==> config.mk <==
export PLATFORM = sky130hd
export DESIGN_NAME = pipelined_shifter_flat
export DESIGN_NICKNAME = d
export VERILOG_FILES = /design/src/rtl/pipelined_shifter_if.sv /design/src/rtl/pipelined_shifter.sv /design/src/flat_wrapper.sv
export SDC_FILE = /design/constraint.sdc
export NUM_CORES = 1
export LEC_CHECK = 0
export ABC_CLOCK_PERIOD_IN_PS = 4500
export CORE_MARGIN = 2
export CORE_UTILIZATION = 45
export DETAILED_ROUTE_END_ITERATION = 6
export PLACE_DENSITY = 0.72
export SYNTH_ARGS = -nofsm -noshare
export SYNTH_HDL_FRONTEND = slang
export SYNTH_HIERARCHICAL = 1
export SYNTH_SLANG_ARGS = --single-unit
==> constraint.sdc <==
create_clock -name clk -period 4.5 [get_ports clk]
set_input_delay 1.35 -clock clk [delete_from_list [all_inputs] [get_ports clk]]
set_output_delay 1.35 -clock clk [all_outputs]
set_load 0.05 [all_outputs]
==> src/rtl/pipelined_shifter_if.sv <==
// ----------------------------------------------------------------------------
// pipelined_shifter_if
//   Handshake/data bundle for pipelined_shifter.
//   master : producer + consumer side (drives flush, in_*, out_ready)
//   slave  : the shifter itself (drives in_ready, out_valid, out_data, out_lost)
//   Signals:
//     flush            drop everything in flight
//     in_valid/ready   input handshake
//     in_data          operand, WIDTH bits
//     in_shamt         shift amount, LOG2W bits
//     in_mode          00 SLL, 01 SRL, 10 SRA, 11 ROTL
//     out_valid/ready  output handshake
//     out_data         result, WIDTH bits
//     out_lost         SLL/SRL only: a 1-bit was shifted out
// ----------------------------------------------------------------------------
interface pipelined_shifter_if #(
    parameter int WIDTH = 32
);
    localparam int LOG2W = $clog2(WIDTH);

    logic             flush;
    logic             in_valid;
    logic             in_ready;
    logic [WIDTH-1:0] in_data;
    logic [LOG2W-1:0] in_shamt;
    logic [1:0]       in_mode;
    logic             out_valid;
    logic             out_ready;
    logic [WIDTH-1:0] out_data;
    logic             out_lost;

    modport master (
        output flush, in_valid, in_data, in_shamt, in_mode, out_ready,
        input  in_ready, out_valid, out_data, out_lost
    );

    modport slave (
        input  flush, in_valid, in_data, in_shamt, in_mode, out_ready,
        output in_ready, out_valid, out_data, out_lost
    );
endinterface

==> src/rtl/pipelined_shifter.sv <==
// ----------------------------------------------------------------------------
// pipelined_shifter
//   Fully pipelined barrel shifter (SLL/SRL/SRA/ROTL), one log2 step per
//   registered stage, valid/ready handshake with global stall and flush.
//   Ports:
//     clk    rising-edge clock
//     rst_n  synchronous active-low reset
//     bus    pipelined_shifter_if.slave (flush, in_*, out_*)
//   Latency: LOG2W register edges counting the accept edge.
// ----------------------------------------------------------------------------

// One log2 step of the shift network: shifts by SH when en_i is set.
module pipelined_shifter_stage #(
    parameter int WIDTH = 32,
    parameter int SH    = 1
) (
    input  logic [WIDTH-1:0] data_i,
    input  logic [1:0]       mode_i,
    input  logic             en_i,
    input  logic             lost_i,
    output logic [WIDTH-1:0] data_o,
    output logic             lost_o
);
    always_comb begin
        data_o = data_i;
        lost_o = lost_i;
        if (en_i) begin
            case (mode_i)
                2'b00: begin
                    data_o = {data_i[WIDTH-SH-1:0], {SH{1'b0}}};
                    lost_o = lost_i | (|data_i[WIDTH-1:WIDTH-SH]);
                end
                2'b01: begin
                    data_o = {{SH{1'b0}}, data_i[WIDTH-1:SH]};
                    lost_o = lost_i | (|data_i[SH-1:0]);
                end
                // SRA: the MSB never changes, so copying the current MSB is
                // the original sign at every stage.
                2'b10:   data_o = {{SH{data_i[WIDTH-1]}}, data_i[WIDTH-1:SH]};
                default: data_o = {data_i[WIDTH-SH-1:0], data_i[WIDTH-1:WIDTH-SH]};
            endcase
        end
        // SRA and ROTL never lose information in the lost-flag sense.
        if (mode_i[1]) lost_o = 1'b0;
    end
endmodule

module pipelined_shifter #(
    parameter int WIDTH = 32
) (
    input  logic               clk,
    input  logic               rst_n,
    pipelined_shifter_if.slave bus
);
    localparam int LOG2W = $clog2(WIDTH);

    logic                        advance;
    logic [LOG2W-1:0]            vld_q;
    logic [LOG2W-1:0][WIDTH-1:0] data_q;
    logic [LOG2W-1:0]            lost_q;
    // The last stage has no consumer for its mode, so only LOG2W-1 are kept.
    logic [LOG2W-2:0][1:0]       mode_q;

    // Per-stage combinational inputs/outputs of the shift network.
    logic [LOG2W-1:0][WIDTH-1:0] stg_din, stg_dout;
    logic [LOG2W-1:0]            stg_lin, stg_lout;
    logic [LOG2W-1:0][1:0]       stg_mode;
    logic [LOG2W-1:0]            stg_en;

    // Global stall: everything moves only when the output slot is free.
    assign advance      = !vld_q[LOG2W-1] | bus.out_ready;
    assign bus.in_ready = advance & !bus.flush & rst_n;

    assign stg_din[0]  = bus.in_data;
    assign stg_lin[0]  = 1'b0;
    assign stg_mode[0] = bus.in_mode;
    assign stg_en[0]   = bus.in_shamt[0];

    for (genvar k = 1; k < LOG2W; k++) begin : g_link
        assign stg_din[k]  = data_q[k-1];
        assign stg_lin[k]  = lost_q[k-1];
        assign stg_mode[k] = mode_q[k-1];
    end

    // Remaining shift-amount bits travel with the data. Stage k keeps only
    // the bits not yet consumed, so the register narrows by one per stage
    // and its LSB is always the enable for the next stage.
    for (genvar k = 0; k < LOG2W-1; k++) begin : g_sh
        logic [LOG2W-k-2:0] sh_q;
        logic [LOG2W-k-2:0] sh_d;

        if (k == 0) begin : g_src
            assign sh_d = bus.in_shamt[LOG2W-1:1];
        end else begin : g_src
            assign sh_d = g_sh[k-1].sh_q[LOG2W-k-1:1];
        end

        always_ff @(posedge clk) begin
            if (!rst_n) begin
                sh_q <= '0;
            end else if (!bus.flush && advance) begin
                sh_q <= sh_d;
            end
        end

        assign stg_en[k+1] = sh_q[0];
    end

    for (genvar k = 0; k < LOG2W; k++) begin : g_stage
        pipelined_shifter_stage #(
            .WIDTH (WIDTH),
            .SH    (1 << k)
        ) u_stage (
            .data_i (stg_din[k]),
            .mode_i (stg_mode[k]),
            .en_i   (stg_en[k]),
            .lost_i (stg_lin[k]),
            .data_o (stg_dout[k]),
            .lost_o (stg_lout[k])
        );
    end

    // Flush only kills valid bits; payload registers may hold stale values.
    always_ff @(posedge clk) begin
        if (!rst_n) begin
            vld_q  <= '0;
            data_q <= '0;
            lost_q <= '0;
            mode_q <= '0;
        end else if (bus.flush) begin
            vld_q  <= '0;
        end else if (advance) begin
            vld_q  <= {vld_q[LOG2W-2:0], bus.in_valid & bus.in_ready};
            data_q <= stg_dout;
            lost_q <= stg_lout;
            mode_q <= stg_mode[LOG2W-2:0];
        end
    end

    assign bus.out_valid = vld_q[LOG2W-1];
    assign bus.out_data  = data_q[LOG2W-1];
    assign bus.out_lost  = lost_q[LOG2W-1];
endmodule

==> src/flat_wrapper.sv <==
// flat-port wrapper written by rule: the top's interface ports become plain ports
module pipelined_shifter_flat 
#(
    parameter int WIDTH = 32
)
  (clk, rst_n, bus_flush, bus_in_valid, bus_in_data, bus_in_shamt, bus_in_mode, bus_out_ready, bus_in_ready, bus_out_valid, bus_out_data, bus_out_lost);
  pipelined_shifter_if #(.WIDTH(WIDTH)) bus_i ();
  input  logic clk;
  input  logic rst_n;
  input wire logic [$bits(bus_i.flush)-1:0] bus_flush;
  input wire logic [$bits(bus_i.in_valid)-1:0] bus_in_valid;
  input wire logic [$bits(bus_i.in_data)-1:0] bus_in_data;
  input wire logic [$bits(bus_i.in_shamt)-1:0] bus_in_shamt;
  input wire logic [$bits(bus_i.in_mode)-1:0] bus_in_mode;
  input wire logic [$bits(bus_i.out_ready)-1:0] bus_out_ready;
  output wire logic [$bits(bus_i.in_ready)-1:0] bus_in_ready;
  output wire logic [$bits(bus_i.out_valid)-1:0] bus_out_valid;
  output wire logic [$bits(bus_i.out_data)-1:0] bus_out_data;
  output wire logic [$bits(bus_i.out_lost)-1:0] bus_out_lost;
  assign bus_i.flush = bus_flush;
  assign bus_i.in_valid = bus_in_valid;
  assign bus_i.in_data = bus_in_data;
  assign bus_i.in_shamt = bus_in_shamt;
  assign bus_i.in_mode = bus_in_mode;
  assign bus_i.out_ready = bus_out_ready;
  assign bus_in_ready = bus_i.in_ready;
  assign bus_out_valid = bus_i.out_valid;
  assign bus_out_data = bus_i.out_data;
  assign bus_out_lost = bus_i.out_lost;
  pipelined_shifter #(.WIDTH(WIDTH)) u_core (.clk(clk), .rst_n(rst_n), .bus(bus_i));
endmodule
Yosys cells after proc, flatten, opt, wreduce, memory -nomap -nowiden --
Index checks and enable logic that the tools add are counted.
Word-level totals: word-level logic and storage cells 82, bits of input ports 44, output and inout port bits 35, register bits 188
Operators by class: bitwise logic cells 14, mux-type cells 25, eq/ne operators 10, reduce and logical (&&, ||, !) cells 18
Operator list (number):
- 32-bit one-hot mux with 3 select lines | 5
- 32-bit 2-to-1 mux | 5
- 16-bit OR reduction | 2
- 8-bit OR reduction | 2
- 2-bit by 1-bit equality test with 1-bit output (second input constant) | 5
- 2-bit equality test (second input constant) | 5
- 2-bit logical NOT | 5
- 1-bit 2-to-1 mux | 10
- 1-bit one-hot mux with 2 select lines | 5
- 1-bit bitwise OR | 9
- 4-bit OR reduction | 2
- 2-bit OR reduction | 3
- 1-bit AND | 3
- 1-bit logical NOT | 2
- 1-bit NOT | 2
- 2-bit AND reduction | 1
- 1-bit logical AND | 1

Depth between registers and ports, before layout --
Gate-level depths: netlist of run 1.
depth after elaboration 5, depth in mapped cells 8, gate-level depth less buffers 6

By module --
The synthesis of run 1 kept the hierarchy.
Modules (own cells, without submodules):
- pipelined_shifter | area an instance 7741.2 um2, sequential area each 3763.6 um2, cells an instance 832, times used 1
- pipelined_shifter_stage at u_core.g_stage[3].u_stage | area an instance 915.9 um2, sequential area each 0.0 um2, cells an instance 141, times used 1
- pipelined_shifter_stage at u_core.g_stage[2].u_stage | area an instance 820.8 um2, sequential area each 0.0 um2, cells an instance 126, times used 1
- pipelined_shifter_stage at u_core.g_stage[1].u_stage | area an instance 798.3 um2, sequential area each 0.0 um2, cells an instance 122, times used 1
- pipelined_shifter_stage at u_core.g_stage[4].u_stage | area an instance 797.0 um2, sequential area each 0.0 um2, cells an instance 161, times used 1
- pipelined_shifter_stage at u_core.g_stage[0].u_stage | area an instance 740.7 um2, sequential area each 0.0 um2, cells an instance 116, times used 1

Least setup slack after synthesis of run 1 --
Ideal clock, no wire load.
path kind input-to-output, start point input port rst_n, end point output port bus_in_ready, slack 0.843 ns, stages 3, required time 3.150 ns, arrival time 2.307 ns, path buffers 1, cells stage by stage buf_2 -> nand2b_1 -> nor2_1
Between the ends: cells in the longest elaborated chain, start to end 1
Ends and longest elaborated chain:
- start: declaration | RTL line flat_wrapper.sv:9 | input logic rst_n;
- 1-bit AND | RTL line pipelined_shifter.sv:72 | assign bus.in_ready = advance & !bus.flush & rst_n;
- end: declaration | RTL line flat_wrapper.sv:16 | output wire logic [$bits(bus_i.in_ready)-1:0] bus_in_ready;
Every way passes these cells.

Final worst setup path of run 1 --
start point input port bus_flush, end point output port bus_in_ready
Between the ends: cells in the longest elaborated chain, start to end 3
Ends and longest elaborated chain:
- start: declaration | RTL line flat_wrapper.sv:10 | input wire logic [$bits(bus_i.flush)-1:0] bus_flush;
- 1-bit logical NOT | RTL line pipelined_shifter.sv:72
- 1-bit AND (2 in series) | RTL line pipelined_shifter.sv:72
Every way passes these cells.

==> summary.txt, run 1 <==
Placed design
  – Hpwl dp: 18.84 mm
  – Placer congestion estimate: 0.8610
  – PortBufs: 78

Finish
  – Ratio of cells with drive above 1 in the final layout: 5.986%
  – Antenna diode count: 0
  – Final net count: 1501
  – Most frequent cells in the layout: nand2_1 (408), mux2i_1 (284), dfxtp_1 (185)
  – Fillers: 2434
  – Most frequent standard cell in the layout excluding fill and tap cells: nand2_1
  – Area taken by flip-flops and latches: 3767 µm²
  – Multi-input logic area: 6884 µm²
  – Area growth from synthesis to final layout: 7.466%

Synthesis
  – Post-synthesis instance total: 1498
  – Total standard cell area after synthesis: 11810 µm²
  – Number of synthesis warnings: 6
  – Number of different library cells in the post-synthesis netlist: 46
  – Proportion of synthesized chip area in sequential cells: 31.86%
  – FFs w/ async S/R, synth: 0%
  – Post-synthesis register bit count: 188
  – Mean instance size in the synthesized netlist: 7.886 µm²
  – Net count after synthesis: 1542
  – Leading register cell type out of synthesis: dfxtp_1
  – Count of flip-flops with a built-in enable after synthesis: 0

CTS
  – Number of buffers created by CTS: 17
  – Htree depth: 4
  – Number of instances resized during post-cts repair: 0
  – Root buffer cell: clkbuf_16
  – Clock tree sinks: 188
  – Clock buffer depth: 2
  – Clock-pin slew on the worst setup and hold paths: 0.07 ns
  – Buffers inserted by post-CTS timing repair: 0
  – TritonCTS clock tree: yes
  – Number of buffers inserted for hold repair after clock tree synthesis: 0
  – Clock latency of the later-clocked register in the worst-skew pair: 0.45 ns

Setup path
  – Critical path's largest stage delay: 0.50 ns
  – Category of the most critical setup path: in2out
  – Launching element type of the critical path: primary input
  – Critical Path Fanout Max: 6
  – Library cell contributing the largest single delay on the critical path: clkdlybuf4s50_1
  – Cells along the critical path: clkdlybuf4s50_1 > nand2b_1 > nor2_1 > buf_12
  – Bufs and invs on worst path: 2
  – Worst EP required: 3.15 ns
  – Worst endpoint data arrival time: 2.53 ns
  – Kind of capture point of the worst setup path: output pin
  – Top Family by Delay on Critical Path: buffers and inverters

Worst hold path
  – Kind of path behind the tightest hold check: reg2reg

Outcome
  – Status: finished clean

Die
  – Starting Density: 45.59%
  – Die outline area: 27560 µm²
  – Placeable Area: 25910 µm²
  – Chip height: 166.0 µm
  – Num rows: 59
  – Top-level port count: 79
  – Width of the die: 166.0 µm

Timing
  – Final period util: 86.13%
  – Setup-failing EPs final: 0
  – Crit path time final: 3.876 ns
  – Max-slew violation count: 0
  – Fin Clk Skew: 0.01873 ns
  – Total count of hold-check failures in the final report: 0
  – Max frequency: 258.0 MHz
  – Unrepaired setup endpoints after global routing: false
  – Slew of the pin with the lowest slew margin: 1.174 ns
  – Headroom to the max-slew limit: 21.71%
  – Hold Worst Slack: 0.4584 ns
  – Post-route setup TNS: 0 ns

Routing
  – Wire length per cell: 15.11 µm
  – Number of violations reported at the end of detailed-routing iteration 0: 855
  – Total via count in the routed design: 9834
  – Number of design rule violations left after detail routing: 0
  – Via density: 5.448
  – First-pass iteration count of the detailed router: 6
  – DRT antenna net count: 0
  – Wirelength, routed: 27.27 mm

Global routing
  – GRT Resource Usage Total: 19.60%
  – Wire length of the first global-routing pass: 45.49 mm
  – Maximum number of pins on one net before global-route repair: 257
  – Total gr overflow: 0
  – Via count of the first global-routing pass: 9057
  – Antenna violations before repair: 0

Power and ir drop
  – Worst vdd rail ir drop: 0.0001852 V
  – Static leakage: 5.387 nW
  – Power density over cell area: 308.4 nW/µm²

Flow run
  – Max Cap Violations: 0
-- routing by layer --
layer / global-route usage, % / wire (µm) / vias to the layer above
met4: 5.293 / 554 / 0
met3: 3.432 / 1291 / 40
li1: - / - / 4961
met1: 25.85 / 12510 / 4578
met2: 33.12 / 12910 / 255
met5: 0 / 0 / -
-- cells in the mapped netlist, types with 18 or more instances --
cell      instances  share of area (%)
nor2_1          169                5.4
buf_8            19                2.4
buf_2            18               0.76
nand2_1         408                 13
mux2i_1         284                 24
a22oi_1          24                1.5
dfxtp_1         188                 32
inv_1            22               0.70
mux2_2           26                2.5
buf_4            35                2.2
a21oi_1         123                5.2
clkbuf_1         64                2.0
-- state kept, by name, indices dropped and copies added, names as in the netlist --
signal / count
u_core/lost_q: 5
u_core/vld_q: 5
u_core/bus.out_data: 32
u_core/data_q: 128
u_core/mode_q: 8
u_core/g_sh.sh_q: 10
-- worst paths after layout --
kind | startpoint | to | slack (ns) | depth (start not counted)
worst max register to register | u_core/mode_q[1] | u_core/data_q[52] | 2.27 | 5
worst max-delay path | bus_flush | bus_in_ready | 0.62 | 4
worst min-delay path | u_core/bus.out_data[4] | u_core/bus.out_data[4] | 0.46 | 2
worst min register to register | u_core/bus.out_data[4] | u_core/bus.out_data[4] | 0.46 | 2
-- tightest hold or removal path: stages, from the launching register on --
cell and delay [ns]:
dfxtp_1 0.31, nand2_1 0.05, mux2i_1 0.05
-- cell type report --
| class | count | share of cell area [%] |
|---|---|---|
| clock buffer | 19 | 3.489 |
| tap | 335 | 3.301 |
| sequential | 188 | 29.67 |
| inverter | 23 | 0.6800 |
| multi-input combinational | 1133 | 54.22 |
| timing repair buffer | 94 | 7.667 |
| clock inverter | 13 | 0.9658 |
-- through the flow --
stage / instance area (µm²) / cells / worst slack, ns / power, mW / util (%)
floorplan: 11810 / 1498 / 0.8430 / 2.351 / -
global placement: 12130 / 1773 / 0.6758 / 2.463 / 46.82
detailed placement: 12130 / 1773 / 0.6021 / 2.478 / 46.82
CTS: 12700 / 1805 / 0.6015 / 3.935 / 49.00
global route: 12700 / 1805 / 0.5454 / 4.082 / 49.00
finish: 12700 / 1805 / 0.6242 / 3.916 / 49.00
-- cells by family (layout without fill, tap and decap cells) --
family,Yosys count,count (layout),share of synthesized area (%)
flops,188,188,31.86
buf+inv,177,149,9.871
xor+xnor,4,4,0.9320
mux,310,310,26.54
other cells,1,1,0.03174
simple gates,621,621,20.87
compound gates,197,197,9.892
-- where the power goes --
group	internal, mW	switching [mW]	total (mW)	leakage (nW)
clock	0.749	0.720	1.47	0.277
combinational	0.272	0.325	0.596	3.58
sequential	1.74	0.115	1.85	1.53
Note: power is estimated with default switching activity, not from simulation.
==> run 2: changes to the inputs <==
CAP_MARGIN = 20   (was unset)
CORE_UTILIZATION = 40   (was 45)
DONT_BUFFER_PORTS = 1   (was unset)
PLACE_DENSITY = 0.62   (was 0.72)
==> run 2 against run 1 <==
Core utilization is 7.6 points lower; critical endpoint unchanged; critical path depth is 1 lower; flip-flop and latch count stayed put; largest cell class unchanged; highest routed layer unchanged; largest power group unchanged; register-to-register slack hardly changed; sequential share of layout area is 1.9 points higher.
==> summary.txt, run 2 (synthesized netlist as in run 1, its figures left out) <==
Routing
  – Number of violations reported at the end of detailed-routing iteration 0: 910
  – DRT antenna net count: 0
  – Total via count in the routed design: 9423
  – Number of design rule violations left after detail routing: 0
  – Wire length per cell: 15.34 µm
  – Wirelength, routed: 27.19 mm
  – Via density: 5.318
  – First-pass iteration count of the detailed router: 7

Finish
  – Ratio of cells with drive above 1 in the final layout: 5.908%
  – Most frequent standard cell in the layout excluding fill and tap cells: nand2_1
  – Utilization after layout: 41.38%
  – Area growth from synthesis to final layout: 1.081%
  – Largest register FFs: 128
  – Antenna diode count: 0
  – Final net count: 1420
  – Most flops, register: u_core/data_q
  – Most frequent cells in the layout: nand2_1 (408), mux2i_1 (284), dfxtp_1 (185)

Global routing
  – Total gr overflow: 0
  – Via count of the first global-routing pass: 8567
  – Maximum number of pins on one net before global-route repair: 356
  – GRT Resource Usage Total: 17.35%
  – Antenna violations before repair: 0
  – Wire length of the first global-routing pass: 44.29 mm

CTS
  – Root buffer cell: clkbuf_16
  – Clock tree sinks: 188
  – Number of buffers inserted for hold repair after clock tree synthesis: 0
  – Clock latency of the later-clocked register in the worst-skew pair: 0.44 ns
  – Clock-pin slew on the worst setup and hold paths: 0.07 ns
  – Number of instances resized during post-cts repair: 0
  – Number of buffers created by CTS: 17
  – Htree depth: 4
  – Clock buffer depth: 2
  – Buffers inserted by post-CTS timing repair: 0
  – TritonCTS clock tree: yes

Timing
  – Max frequency: 293.3 MHz
  – Crit path time final: 3.409 ns
  – Unrepaired setup endpoints after global routing: false
  – Setup-failing EPs final: 0
  – Total count of hold-check failures in the final report: 0
  – Post-route setup TNS: 0 ns
  – Max-slew violation count: 0
  – Slew of the pin with the lowest slew margin: 1.083 ns
  – Fin Clk Skew: 0.01486 ns
  – Headroom to the max-slew limit: 27.78%
  – Min setup slack post-route: 1.091 ns
  – Final period util: 75.76%

Setup path
  – Critical path's largest stage delay: 0.21 ns
  – Kind of capture point of the worst setup path: output pin
  – Worst endpoint data arrival time: 2.06 ns
  – Worst EP required: 3.15 ns
  – Critical Path Fanout Max: 355
  – Library cell contributing the largest single delay on the critical path: nand2b_1
  – Cells along the critical path: nand2b_1 > nor2_1 > buf_4
  – Launching element type of the critical path: primary input
  – Category of the most critical setup path: in2out

Die
  – Num rows: 62
  – Placeable Area: 28860 µm²
  – Top-level port count: 79
  – Chip height: 175.9 µm
  – Die outline area: 30930 µm²
  – Width of the die: 175.9 µm
  – Starting Density: 40.94%

Flow run
  – Max Cap Violations: 0

Placed design
  – PortBufs: 0
  – Placement Setup Slack: 1.227 ns
  – Placer congestion estimate: 0.8247
  – Hpwl dp: 18.19 mm

Power and ir drop
  – Power density over cell area: 318.0 nW/µm²
  – Worst vdd rail ir drop: 0.0002771 V
  – Static leakage: 5.078 nW

Outcome
  – Status: finished clean

Worst hold path
  – Kind of path behind the tightest hold check: reg2reg
-- run 2: cell types whose count changed in the layout (fill, tap and decap cells not counted), sizes merged --
cell,before,now
clkdlybuf4s50,75,0
buf,19,13
clkinv,4,9
inv,31,27
clkbuf,19,18
clkinvlp,1,0
-- run 2: path summary, 6_finish.rpt --
kind                    start           endpoint  slack, ns  cells after the start
min          u_core/lost_q[1]   u_core/lost_q[1]       0.46                      2
min reg2reg  u_core/lost_q[1]   u_core/lost_q[1]       0.46                      2
max                     rst_n       bus_in_ready       1.09                      3
max reg2reg  u_core/mode_q[2]  u_core/data_q[77]       2.26                      5
-- run 2: layout make-up --
type | count | area [µm²]
clock buffers | 18 | 439.2
repair buffers | 13 | 155.1
flip-flops and latches | 188 | 3767
well taps | 384 | 480.5
clock inverters | 13 | 128.9
fillers | 2960 | 16920
inverters | 23 | 86.33
multi-input cells | 1133 | 6884
-- run 2: worst max-delay path, delay by kind of cell --
family / cells / cell delay, ns
AND/OR/NAND/NOR: 2 / 0.36
buffers and inverters: 1 / 0.21
-- run 2: power breakdown --
group	switching, mW	internal, mW	total, mW
clock network	0.717	0.745	1.46
registers	0.121	1.74	1.86
logic	0.247	0.231	0.477
-- run 2: metrics by stage --
step	power, mW	hold slack (ns)	std cells	instance area, µm²
floorplan	2.351	0.4314	1498	11810
CTS	3.833	0.4638	1769	11890
finish	3.797	0.4630	1772	11940
global placement	2.353	0.4468	1738	11320
detailed placement	2.366	0.4511	1738	11320
global route	3.981	0.4903	1772	11940
-- run 2: routing by layer --
layer,up-vias,global-route usage (%),routed length (µm)
met5,-,0,0
met4,0,5.337,500
met3,29,2.814,1220
met2,226,27.66,12220
met1,4376,24.03,13250
li1,4792,-,-
